**config.mk**
```make
export PLATFORM = sky130hd
export DESIGN_NAME = bf16_mul_seq_flat
export DESIGN_NICKNAME = d
export VERILOG_FILES = /design/src/rtl/bf16_pkg.sv /design/src/rtl/bf16_mul_seq_if.sv /design/src/rtl/bf16_norm_round.sv /design/src/rtl/bf16_mul_seq.sv /design/src/flat_wrapper.sv
export SDC_FILE = /design/constraint.sdc
export NUM_CORES = 1
export LEC_CHECK = 0
export BUFFER_PORTS_ARGS = -buffer_cell sky130_fd_sc_hd__buf_2
export CAP_MARGIN = 40
export CORE_MARGIN = 2
export CORE_UTILIZATION = 30
export CTS_BUF_LIST = sky130_fd_sc_hd__clkbuf_4 sky130_fd_sc_hd__clkbuf_8 sky130_fd_sc_hd__clkbuf_16
export DETAILED_ROUTE_END_ITERATION = 7
export HOLD_SLACK_MARGIN = 0.06
export PLACE_DENSITY_LB_ADDON = 0.08
export SYNTH_ARGS = -nofsm -noshare
export SYNTH_HDL_FRONTEND = slang
export SYNTH_SLANG_ARGS = --single-unit
```
**constraint.sdc**
```tcl
create_clock -name i_clk -period 4.4 [get_ports i_clk]
set_input_delay 0.22 -clock i_clk [delete_from_list [all_inputs] [get_ports i_clk]]
set_output_delay 0.22 -clock i_clk [all_outputs]
set_load 0.01 [all_outputs]
```
**src/rtl/bf16_pkg.sv**
```systemverilog
// Shared definitions for the sequential BF16 multiplier and its
// normalise/round stage: field widths, bias, special encodings, FSM states
// and the packed result payload.
package bf16_pkg;

    localparam int unsigned SIG_W     = 8;
    localparam int unsigned EXP_W     = 8;
    localparam int unsigned BF16_W    = 16;
    localparam int unsigned BF16_BIAS = 127;
    localparam int unsigned ACC_W     = 2 * SIG_W;

    localparam logic [EXP_W-1:0]  EXP_ALL_ONES = 8'hFF;
    localparam logic [BF16_W-1:0] BF16_INF_POS = 16'h7F80;
    localparam logic [BF16_W-1:0] BF16_ZERO    = 16'h0000;

    typedef enum logic [1:0] {
        IDLE = 2'd0,
        MULT = 2'd1,
        NORM = 2'd2,
        DONE = 2'd3
    } state_e;

    // Product word plus its status flags, as presented on the result port.
    typedef struct packed {
        logic [BF16_W-1:0] res;
        logic              exc;
        logic              ovf;
        logic              unf;
    } mul_res_t;

    // Significand with hidden bit; the hidden bit is 0 for a zero exponent.
    function automatic logic [SIG_W-1:0] sig_of(input logic [BF16_W-1:0] x);
        return {|x[14:7], x[6:0]};
    endfunction

    // Two's-complement magnitude of an INT8 operand (-128 maps to 0x80).
    function automatic logic [SIG_W-1:0] mag8(input logic [7:0] x);
        return x[7] ? 8'(~x + 8'd1) : x;
    endfunction

endpackage

```
**src/rtl/bf16_mul_seq_if.sv**
```systemverilog
// Operand/result handshake bundle for bf16_mul_seq.
//   i_vld/o_rdy      operand handshake, i_a/i_b BF16 operands
//   o_vld/i_rdy      result handshake, o_res product
//   o_exception/o_overflow/o_underflow  status, valid with o_vld
//   i_int8           INT8 mode select (only with BF16_MUL_SEQ_INT8_EN)
interface bf16_mul_seq_if;

    logic        i_vld;
    logic        o_rdy;
    logic [15:0] i_a;
    logic [15:0] i_b;
    logic        o_vld;
    logic        i_rdy;
    logic [15:0] o_res;
    logic        o_exception;
    logic        o_overflow;
    logic        o_underflow;
`ifdef BF16_MUL_SEQ_INT8_EN
    logic        i_int8;

    modport master (
        output i_vld, i_a, i_b, i_rdy, i_int8,
        input  o_rdy, o_vld, o_res, o_exception, o_overflow, o_underflow
    );
    modport slave (
        input  i_vld, i_a, i_b, i_rdy, i_int8,
        output o_rdy, o_vld, o_res, o_exception, o_overflow, o_underflow
    );
`else
    modport master (
        output i_vld, i_a, i_b, i_rdy,
        input  o_rdy, o_vld, o_res, o_exception, o_overflow, o_underflow
    );
    modport slave (
        input  i_vld, i_a, i_b, i_rdy,
        output o_rdy, o_vld, o_res, o_exception, o_overflow, o_underflow
    );
`endif

endinterface

```
**src/rtl/bf16_norm_round.sv**
```systemverilog
// Combinational normalise/round/classify of a raw significand product.
// Ports:
//   i_acc     16b raw significand product
//   i_exp_a/b biased exponent fields of the operands
//   i_sign    result sign
//   i_exc     an operand had an all-ones exponent
//   o_res_c   packed BF16 result with exception/overflow/underflow flags
module bf16_norm_round
    import bf16_pkg::*;
#(
    parameter int unsigned BIAS = BF16_BIAS
) (
    input  logic [ACC_W-1:0] i_acc,
    input  logic [EXP_W-1:0] i_exp_a,
    input  logic [EXP_W-1:0] i_exp_b,
    input  logic             i_sign,
    input  logic             i_exc,
    output mul_res_t         o_res_c
);

    logic             w_norm;
    logic [ACC_W-1:0] w_pn;
    logic             w_rnd;
    logic [6:0]       w_man;
    logic [EXP_W:0]   w_exp9;
    logic             w_zero;
    logic             w_ovf;
    logic             w_unf;

    // Product of two 1.x values lies in [1,4): bit 15 selects the shift.
    always_comb begin
        w_norm = i_acc[ACC_W-1];
        w_pn   = w_norm ? i_acc : (i_acc << 1);
        // Round up only when above the halfway point; the carry wraps in 7 bits.
        w_rnd  = w_pn[7] & (|w_pn[6:0]);
        w_man  = w_pn[14:8] + 7'(w_rnd);
        // 9-bit exponent: bit 8 set means out of range, bit 7 tells which side.
        w_exp9 = (EXP_W+1)'(i_exp_a) + (EXP_W+1)'(i_exp_b)
               - (EXP_W+1)'(BIAS) + (EXP_W+1)'(w_norm);
        w_zero = !i_exc && (w_man == 7'd0);
        w_ovf  = w_exp9[8] && !w_exp9[7] && !w_zero;
        w_unf  = w_exp9[8] &&  w_exp9[7] && !w_zero;

        o_res_c     = '0;
        o_res_c.exc = i_exc;
        o_res_c.ovf = w_ovf;
        o_res_c.unf = w_unf;
        if (w_ovf) begin
            o_res_c.res = {i_sign, BF16_INF_POS[14:0]};
        end else if (w_unf) begin
            o_res_c.res = {i_sign, BF16_ZERO[14:0]};
        end else if (i_exc) begin
            o_res_c.res = BF16_ZERO;
        end else begin
            o_res_c.res = {i_sign, w_exp9[7:0], w_man};
        end
    end

endmodule

```
**src/rtl/bf16_mul_seq.sv**
```systemverilog
// Multi-cycle BF16 multiplier using a radix-2 shift-add significand datapath.
// Optional INT8 mode is enabled by defining BF16_MUL_SEQ_INT8_EN.
// Ports:
//   i_clk   clock, rising edge
//   i_rst   synchronous active-low reset
//   bus     bf16_mul_seq_if.slave: operand handshake (i_vld/o_rdy, i_a, i_b,
//           i_int8 when enabled) and result handshake (o_vld/i_rdy, o_res,
//           o_exception, o_overflow, o_underflow)
module bf16_mul_seq
    import bf16_pkg::*;
#(
    parameter int unsigned SIG_W = bf16_pkg::SIG_W,
    parameter int unsigned EXP_W = bf16_pkg::EXP_W,
    parameter int unsigned BIAS  = BF16_BIAS
) (
    input  logic           i_clk,
    input  logic           i_rst,
    bf16_mul_seq_if.slave  bus
);

    localparam int unsigned CNT_W = (SIG_W > 1) ? $clog2(SIG_W) : 1;
    localparam logic [CNT_W-1:0] CNT_LAST = CNT_W'(SIG_W - 1);

    state_e            r_state;
    state_e            w_state_nxt;
    logic [CNT_W-1:0]  r_cnt;
    logic [ACC_W-1:0]  r_acc;
    logic [SIG_W-1:0]  r_op_a;
    logic [SIG_W-1:0]  r_op_b;
    logic [EXP_W-1:0]  r_exp_a;
    logic [EXP_W-1:0]  r_exp_b;
    logic              r_sign;
    logic              r_exc;
    logic              r_int8;
    logic              r_rdy;
    logic              r_vld;
    mul_res_t          r_out;

    logic              w_accept;
    logic              w_step;
    logic              w_norm_ld;
    logic              w_int_ld;
    logic              w_release;
    logic              w_int8_in;
    logic [SIG_W-1:0]  w_op_a;
    logic [SIG_W-1:0]  w_op_b;
    logic              w_sign;
    logic [ACC_W-1:0]  w_acc_nxt;
    logic              w_i8_neg;
    mul_res_t          w_int_res;
    mul_res_t          w_nr_res;

    // Operand capture values for the selected mode.
    always_comb begin
`ifdef BF16_MUL_SEQ_INT8_EN
        w_int8_in = bus.i_int8;
`else
        w_int8_in = 1'b0;
`endif
        if (w_int8_in) begin
            w_op_a = mag8(bus.i_a[7:0]);
            w_op_b = mag8(bus.i_b[7:0]);
            w_sign = bus.i_a[7] ^ bus.i_b[7];
        end else begin
            w_op_a = sig_of(bus.i_a);
            w_op_b = sig_of(bus.i_b);
            w_sign = bus.i_a[15] ^ bus.i_b[15];
        end
    end

    // One shift-add step; the INT8 result is taken from the final step's sum.
    always_comb begin
        w_acc_nxt = r_acc;
        if (r_op_b[r_cnt]) begin
            w_acc_nxt = r_acc + (ACC_W'(r_op_a) << r_cnt);
        end
        w_i8_neg  = r_sign && (w_acc_nxt != '0);
        w_int_res = '0;
        if (!w_i8_neg && (w_acc_nxt > ACC_W'(127))) begin
            w_int_res.res = 16'h007F;
            w_int_res.ovf = 1'b1;
        end else if (w_i8_neg && (w_acc_nxt > ACC_W'(128))) begin
            w_int_res.res = 16'h0080;
            w_int_res.unf = 1'b1;
        end else begin
            w_int_res.res = {8'h00, w_i8_neg ? 8'(~w_acc_nxt[7:0] + 8'd1)
                                             : w_acc_nxt[7:0]};
        end
    end

    bf16_norm_round #(
        .BIAS (BIAS)
    ) u_norm_round (
        .i_acc   (r_acc),
        .i_exp_a (r_exp_a),
        .i_exp_b (r_exp_b),
        .i_sign  (r_sign),
        .i_exc   (r_exc),
        .o_res_c (w_nr_res)
    );

    // Next-state and datapath strobes.
    always_comb begin
        w_state_nxt = r_state;
        w_accept    = 1'b0;
        w_step      = 1'b0;
        w_norm_ld   = 1'b0;
        w_int_ld    = 1'b0;
        w_release   = 1'b0;
        case (r_state)
            IDLE: begin
                if (bus.i_vld && r_rdy) begin
                    w_accept    = 1'b1;
                    w_state_nxt = MULT;
                end
            end
            MULT: begin
                w_step = 1'b1;
                if (r_cnt == CNT_LAST) begin
                    if (r_int8) begin
                        w_int_ld    = 1'b1;
                        w_state_nxt = DONE;
                    end else begin
                        w_state_nxt = NORM;
                    end
                end
            end
            NORM: begin
                w_norm_ld   = 1'b1;
                w_state_nxt = DONE;
            end
            DONE: begin
                if (bus.i_rdy) begin
                    w_release   = 1'b1;
                    w_state_nxt = IDLE;
                end
            end
            default: w_state_nxt = IDLE;
        endcase
    end

    // State, handshake and datapath registers.
    always_ff @(posedge i_clk) begin
        if (!i_rst) begin
            r_state <= IDLE;
            r_cnt   <= '0;
            r_acc   <= '0;
            r_op_a  <= '0;
            r_op_b  <= '0;
            r_exp_a <= '0;
            r_exp_b <= '0;
            r_sign  <= 1'b0;
            r_exc   <= 1'b0;
            r_int8  <= 1'b0;
            r_rdy   <= 1'b1;
            r_vld   <= 1'b0;
            r_out   <= '0;
        end else begin
            r_state <= w_state_nxt;
            r_rdy   <= (w_state_nxt == IDLE);
            r_vld   <= (w_state_nxt == DONE);
            if (w_accept) begin
                r_op_a  <= w_op_a;
                r_op_b  <= w_op_b;
                r_sign  <= w_sign;
                r_exp_a <= bus.i_a[14:7];
                r_exp_b <= bus.i_b[14:7];
                r_exc   <= (bus.i_a[14:7] == EXP_ALL_ONES) ||
                           (bus.i_b[14:7] == EXP_ALL_ONES);
                r_int8  <= w_int8_in;
                r_acc   <= '0;
                r_cnt   <= '0;
            end
            if (w_step) begin
                r_acc <= w_acc_nxt;
                r_cnt <= r_cnt + CNT_W'(1);
            end
            if (w_norm_ld) begin
                r_out <= w_nr_res;
            end
            if (w_int_ld) begin
                r_out <= w_int_res;
            end
            if (w_release) begin
                r_out <= '0;
            end
        end
    end

    assign bus.o_rdy       = r_rdy;
    assign bus.o_vld       = r_vld;
    assign bus.o_res       = r_out.res;
    assign bus.o_exception = r_out.exc;
    assign bus.o_overflow  = r_out.ovf;
    assign bus.o_underflow = r_out.unf;

endmodule

```
**src/flat_wrapper.sv**
```systemverilog
// flat-port wrapper written by rule: the top's interface ports become plain ports
module bf16_mul_seq_flat import bf16_pkg::*;
#(
    parameter int unsigned SIG_W = bf16_pkg::SIG_W,
    parameter int unsigned EXP_W = bf16_pkg::EXP_W,
    parameter int unsigned BIAS  = BF16_BIAS
)
  (i_clk, i_rst, bus_i_vld, bus_i_a, bus_i_b, bus_i_rdy, bus_o_rdy, bus_o_vld, bus_o_res, bus_o_exception, bus_o_overflow, bus_o_underflow);
  bf16_mul_seq_if bus_i ();
  input  logic i_clk;
  input  logic i_rst;
  input wire logic [$bits(bus_i.i_vld)-1:0] bus_i_vld;
  input wire logic [$bits(bus_i.i_a)-1:0] bus_i_a;
  input wire logic [$bits(bus_i.i_b)-1:0] bus_i_b;
  input wire logic [$bits(bus_i.i_rdy)-1:0] bus_i_rdy;
  output wire logic [$bits(bus_i.o_rdy)-1:0] bus_o_rdy;
  output wire logic [$bits(bus_i.o_vld)-1:0] bus_o_vld;
  output wire logic [$bits(bus_i.o_res)-1:0] bus_o_res;
  output wire logic [$bits(bus_i.o_exception)-1:0] bus_o_exception;
  output wire logic [$bits(bus_i.o_overflow)-1:0] bus_o_overflow;
  output wire logic [$bits(bus_i.o_underflow)-1:0] bus_o_underflow;
  assign bus_i.i_vld = bus_i_vld;
  assign bus_i.i_a = bus_i_a;
  assign bus_i.i_b = bus_i_b;
  assign bus_i.i_rdy = bus_i_rdy;
  assign bus_o_rdy = bus_i.o_rdy;
  assign bus_o_vld = bus_i.o_vld;
  assign bus_o_res = bus_i.o_res;
  assign bus_o_exception = bus_i.o_exception;
  assign bus_o_overflow = bus_i.o_overflow;
  assign bus_o_underflow = bus_i.o_underflow;
  bf16_mul_seq #(.SIG_W(SIG_W), .EXP_W(EXP_W), .BIAS(BIAS)) u_core (.i_clk(i_clk), .i_rst(i_rst), .bus(bus_i));
endmodule
```
==> flow_summary.toml <==
[finish]
fill_cells = 1635
nets = 701
area_growth_syn_to_layout_pct = 15.4
fin_area_um2 = 5430
diodes = 0
layout-drive-gt1-share_pct = 16.6

[detailed_routing]
met3_length_um = 532
drt_iter0_drc = 240
met1_length_um = 6610
vias_per_cell = 5.06
drc = 0
drtPass1Iterations = 5
wl_met2_um = 5540
highest_layer = "met4"
wirelength_um = 12800
routed-via-count = 4268
drt-wirelength-per-cell_um = 15.2
drtAntennaViolNets = 0

[place]
dp_hpwl_um = 9440
port_buffers = 56
gp_congestion = 0.852
placed_cell_area_um2 = 5130

[cts]
htreeDepth = 3
cts_root_buffer = "clkbuf_16"
cts_resized = 0
clk_pin_slew_ns = 0.07
cts_buffer_depth = 2
cts_num_sinks = 76
cts_buffers = 9
clk-insertion-delay-late_ns = 0.36
cts_tree = "done"

[pwr]
leakage_nw = 2.18
irDropWorstVdd_mv = 0.199
p_int_mw = 1.21
p_clk_share_pct = 42.9
power.switching_mw = 0.528
seq_power_share_pct = 43.0
power.density_nw_per_um2 = 319
sw_frac_of_total_pct = 30.4
comb_power_share_pct = 14.1

[logic_synthesis]
yosysMostFrequentCell = "nand2_1"
synth_top_area_cell = "dfxtp_1"
yosysSeqAreaShare_pct = 32.3
yosysWarnings = 0
ys_seq_elements = 76
synth_area_um2 = 4700
avgSynthCellArea_um2 = 8.03
synth.top_cell.area_share_pct = 32.3
synth-edff-count = 0
synthesis.nets = 659
synth_cell_types = 65
synth_common_cells = "nand2_1, dfxtp_1, a21oi_1, ha_1, nand3_1"
async_reset_ff_share_pct = 0
synth_area_leaders = "dfxtp_1, ha_1, nand2_1"
ys.flop_type = "dfxtp_1"
syn_inst = 586

[sta]
fin_tns_setup_ns = 0
grt_setup_unrepaired = "false"
skew_ns = 0.00843
slew_headroom_pct = 49.9
fmax_mhz = 290
finalSetupViolations = 0
slew_violations = 0
fin_crit_ns = 3.45
tightest_slew_ns = 0.749
finalHoldViolations = 0
timing.final.crit_share_pct = 78.3

[critical_path]
required_ns = 4.68
r2r_slack_ns = 0.95
cp_max_fo = 20
critPathSlowestCell = "dfxtp_1"
cp-start-kind = "register"
r2r_cells = 13
cpMostUsedCell = "inv_1"
worst_r2r_endpoint = "u_core.bus.o_underflow$_SDFFE_PP0P_"
end_kind = "register"
crit_family = "simple AND/OR/NAND/NOR gates"
worstPathCellList = "inv_1 -> ha_1 -> inv_1 -> ha_1 -> inv_1 -> fa_1 -> nand2b_1 -> a21oi_1 -> o211a_1 -> nor3_4 -> nor4_4 -> nand2_1 -> a21oi_1"
cp.arrival_ns = 3.72
crit_type = "register to register"
path_buf_inv = 3
crit-reg2reg-launch = "u_core.r_acc[15]$_SDFFE_PN0P_"
slowest_delay_ns = 0.77

[hold_path]
min_to = "u_core.r_op_b[2]$_SDFFE_PN0P_"
hold_start = "bus_i_b[2]"
hold_path.class = "input pin to register"
min_path_cells = 3

[floorplanning]
rows = 45
die_w_um = 129
die_y_um = 129
ioPinCount = 57
start_util_pct = 30.8
die-area_um2 = 16700
coreArea_um2 = 15300

[outcome]
status = "finished, final reports clean"

[global_routing]
track_usage_pct = 16.0
grt-ovfl-total = 0
grt_first_pass_wirelength_um = 20800
grt_max_degree = 52
antenna_found_initial = 0
grt_pass1_vias = 3974

[job]
cap_violations = 0
## tightest hold or removal path, cell delays in order
cell	delay, ns
buf_2	0.09
nand2_1	0.05
a21oi_1	0.05
## placed cells by master, fill, tap and decap left out, drive strengths merged, types with 2 or more instances in the layout
cell type / synthesis / layout
nand2: 106 / 106
dfxtp: 76 / 76
a21oi: 73 / 73
buf: 8 / 61
ha: 35 / 35
nand3: 34 / 34
nor2: 31 / 31
o21ai: 28 / 28
inv: 18 / 22
mux2i: 12 / 12
nand2b: 11 / 11
nor4: 10 / 10
xnor2: 9 / 9
clkbuf: 22 / 9
mux2: 9 / 9
nand4: 8 / 8
nor3: 8 / 8
o22ai: 7 / 7
a31oi: 7 / 7
or3: 7 / 7
nor2b: 6 / 6
a21o: 6 / 6
a211oi: 6 / 6
and3: 5 / 5
and2: 4 / 4
o21a: 4 / 4
a211o: 3 / 3
xor2: 3 / 3
a22o: 3 / 3
a311oi: 3 / 3
mux4: 2 / 2
o221ai: 2 / 2
or2: 2 / 2
and4: 2 / 2
fa: 2 / 2
clkinv: 0 / 2
## how the worst max path moves through the flow
stage,start,endpoint,cells past startpoint
2_1_floorplan,u_core.r_acc[15]$_SDFFE_PN0P_,u_core.bus.o_res[14]$_SDFFE_PP0P_,11
3_3_place_gp,u_core.r_acc[15]$_SDFFE_PN0P_,u_core.bus.o_res[14]$_SDFFE_PP0P_,9
3_5_place_dp,u_core.r_acc[15]$_SDFFE_PN0P_,u_core.bus.o_res[7]$_SDFFE_PP0P_,9
4_1_cts,u_core.r_acc[15]$_SDFFE_PN0P_,u_core.bus.o_underflow$_SDFFE_PP0P_,13
5_1_grt,u_core.r_acc[15]$_SDFFE_PN0P_,u_core.bus.o_underflow$_SDFFE_PP0P_,13
6_report,u_core.r_acc[15]$_SDFFE_PN0P_,u_core.bus.o_underflow$_SDFFE_PP0P_,13
## logic make-up (layout without fill, tap and decap cells)
logic type,count (synthesis),after routing,synth area share (%)
and+or+nand+nor,235,235,24.8
AOI/OAI and AO/OA,154,154,19.9
DFF,76,76,32.3
buffers and inverters,49,96,4.92
adders and majority gates,37,37,10.2
muxes,23,23,5.66
xor gates and xnor gates,12,12,2.23
## routing by layer
metal,up-vias,GRT usage (%)
li1,2188,-
met1,1997,22.7
met2,69,24.2
met3,14,3.96
met4,0,4.22
met5,-,0
## state kept, by name (all words and copies together) (netlist names)
signal and cells:
u_core.r_op_a 8, u_core.bus.o_vld 1, u_core.r_cnt 3, u_core.bus.o_exception 1, u_core.r_op_b 8, u_core.r_exp_b 8, u_core.bus.o_overflow 1, u_core.r_acc 16
u_core.bus.o_underflow 1, u_core.bus.o_rdy 1, u_core.r_state 2, u_core.r_exc 1, u_core.bus.o_res 16, u_core.r_sign 1, u_core.r_exp_a 8
## metrics by stage
step	hold slack (ns)	power, mW	util, %	instances	setup slack [ns]
5_1_grt	0.0948	1.82	35.6	844	0.607
4_1_cts	0.0847	1.76	35.6	844	0.950
3_3_place_gp	0.422	1.00	33.6	827	1.03
3_5_place_dp	0.421	1.00	33.6	827	0.979
2_1_floorplan	0.312	0.923	-	586	1.16
6_report	0.0961	1.73	35.6	844	0.954
## cell type report
type,count,area [um2],area share (%)
sequential,76,1520,28.0
tap,211,264,4.86
timing repair buffer,62,328,6.04
clock buffer,9,225,4.15
inverter,18,67.6,1.24
clock inverter,7,65.1,1.20
multi-input combinational,461,2960,54.5
## power by group through the flow
stage          sequential, mW  combinational [mW]  clock (mW)
6_report                0.745               0.245       0.744
4_1_cts                 0.745               0.247       0.765
2_1_floorplan           0.746               0.178           0
3_3_place_gp            0.760               0.244           0
3_5_place_dp            0.761               0.244           0
5_1_grt                 0.749               0.277       0.793
## timing repair
item,CTS,global route
hold buffers,1,0
endpoints found under the setup margin,0,0
endpoints found under the hold margin,1,0
setup buffers,0,0
No activity file was read; power rests on OpenSTA's default activity.
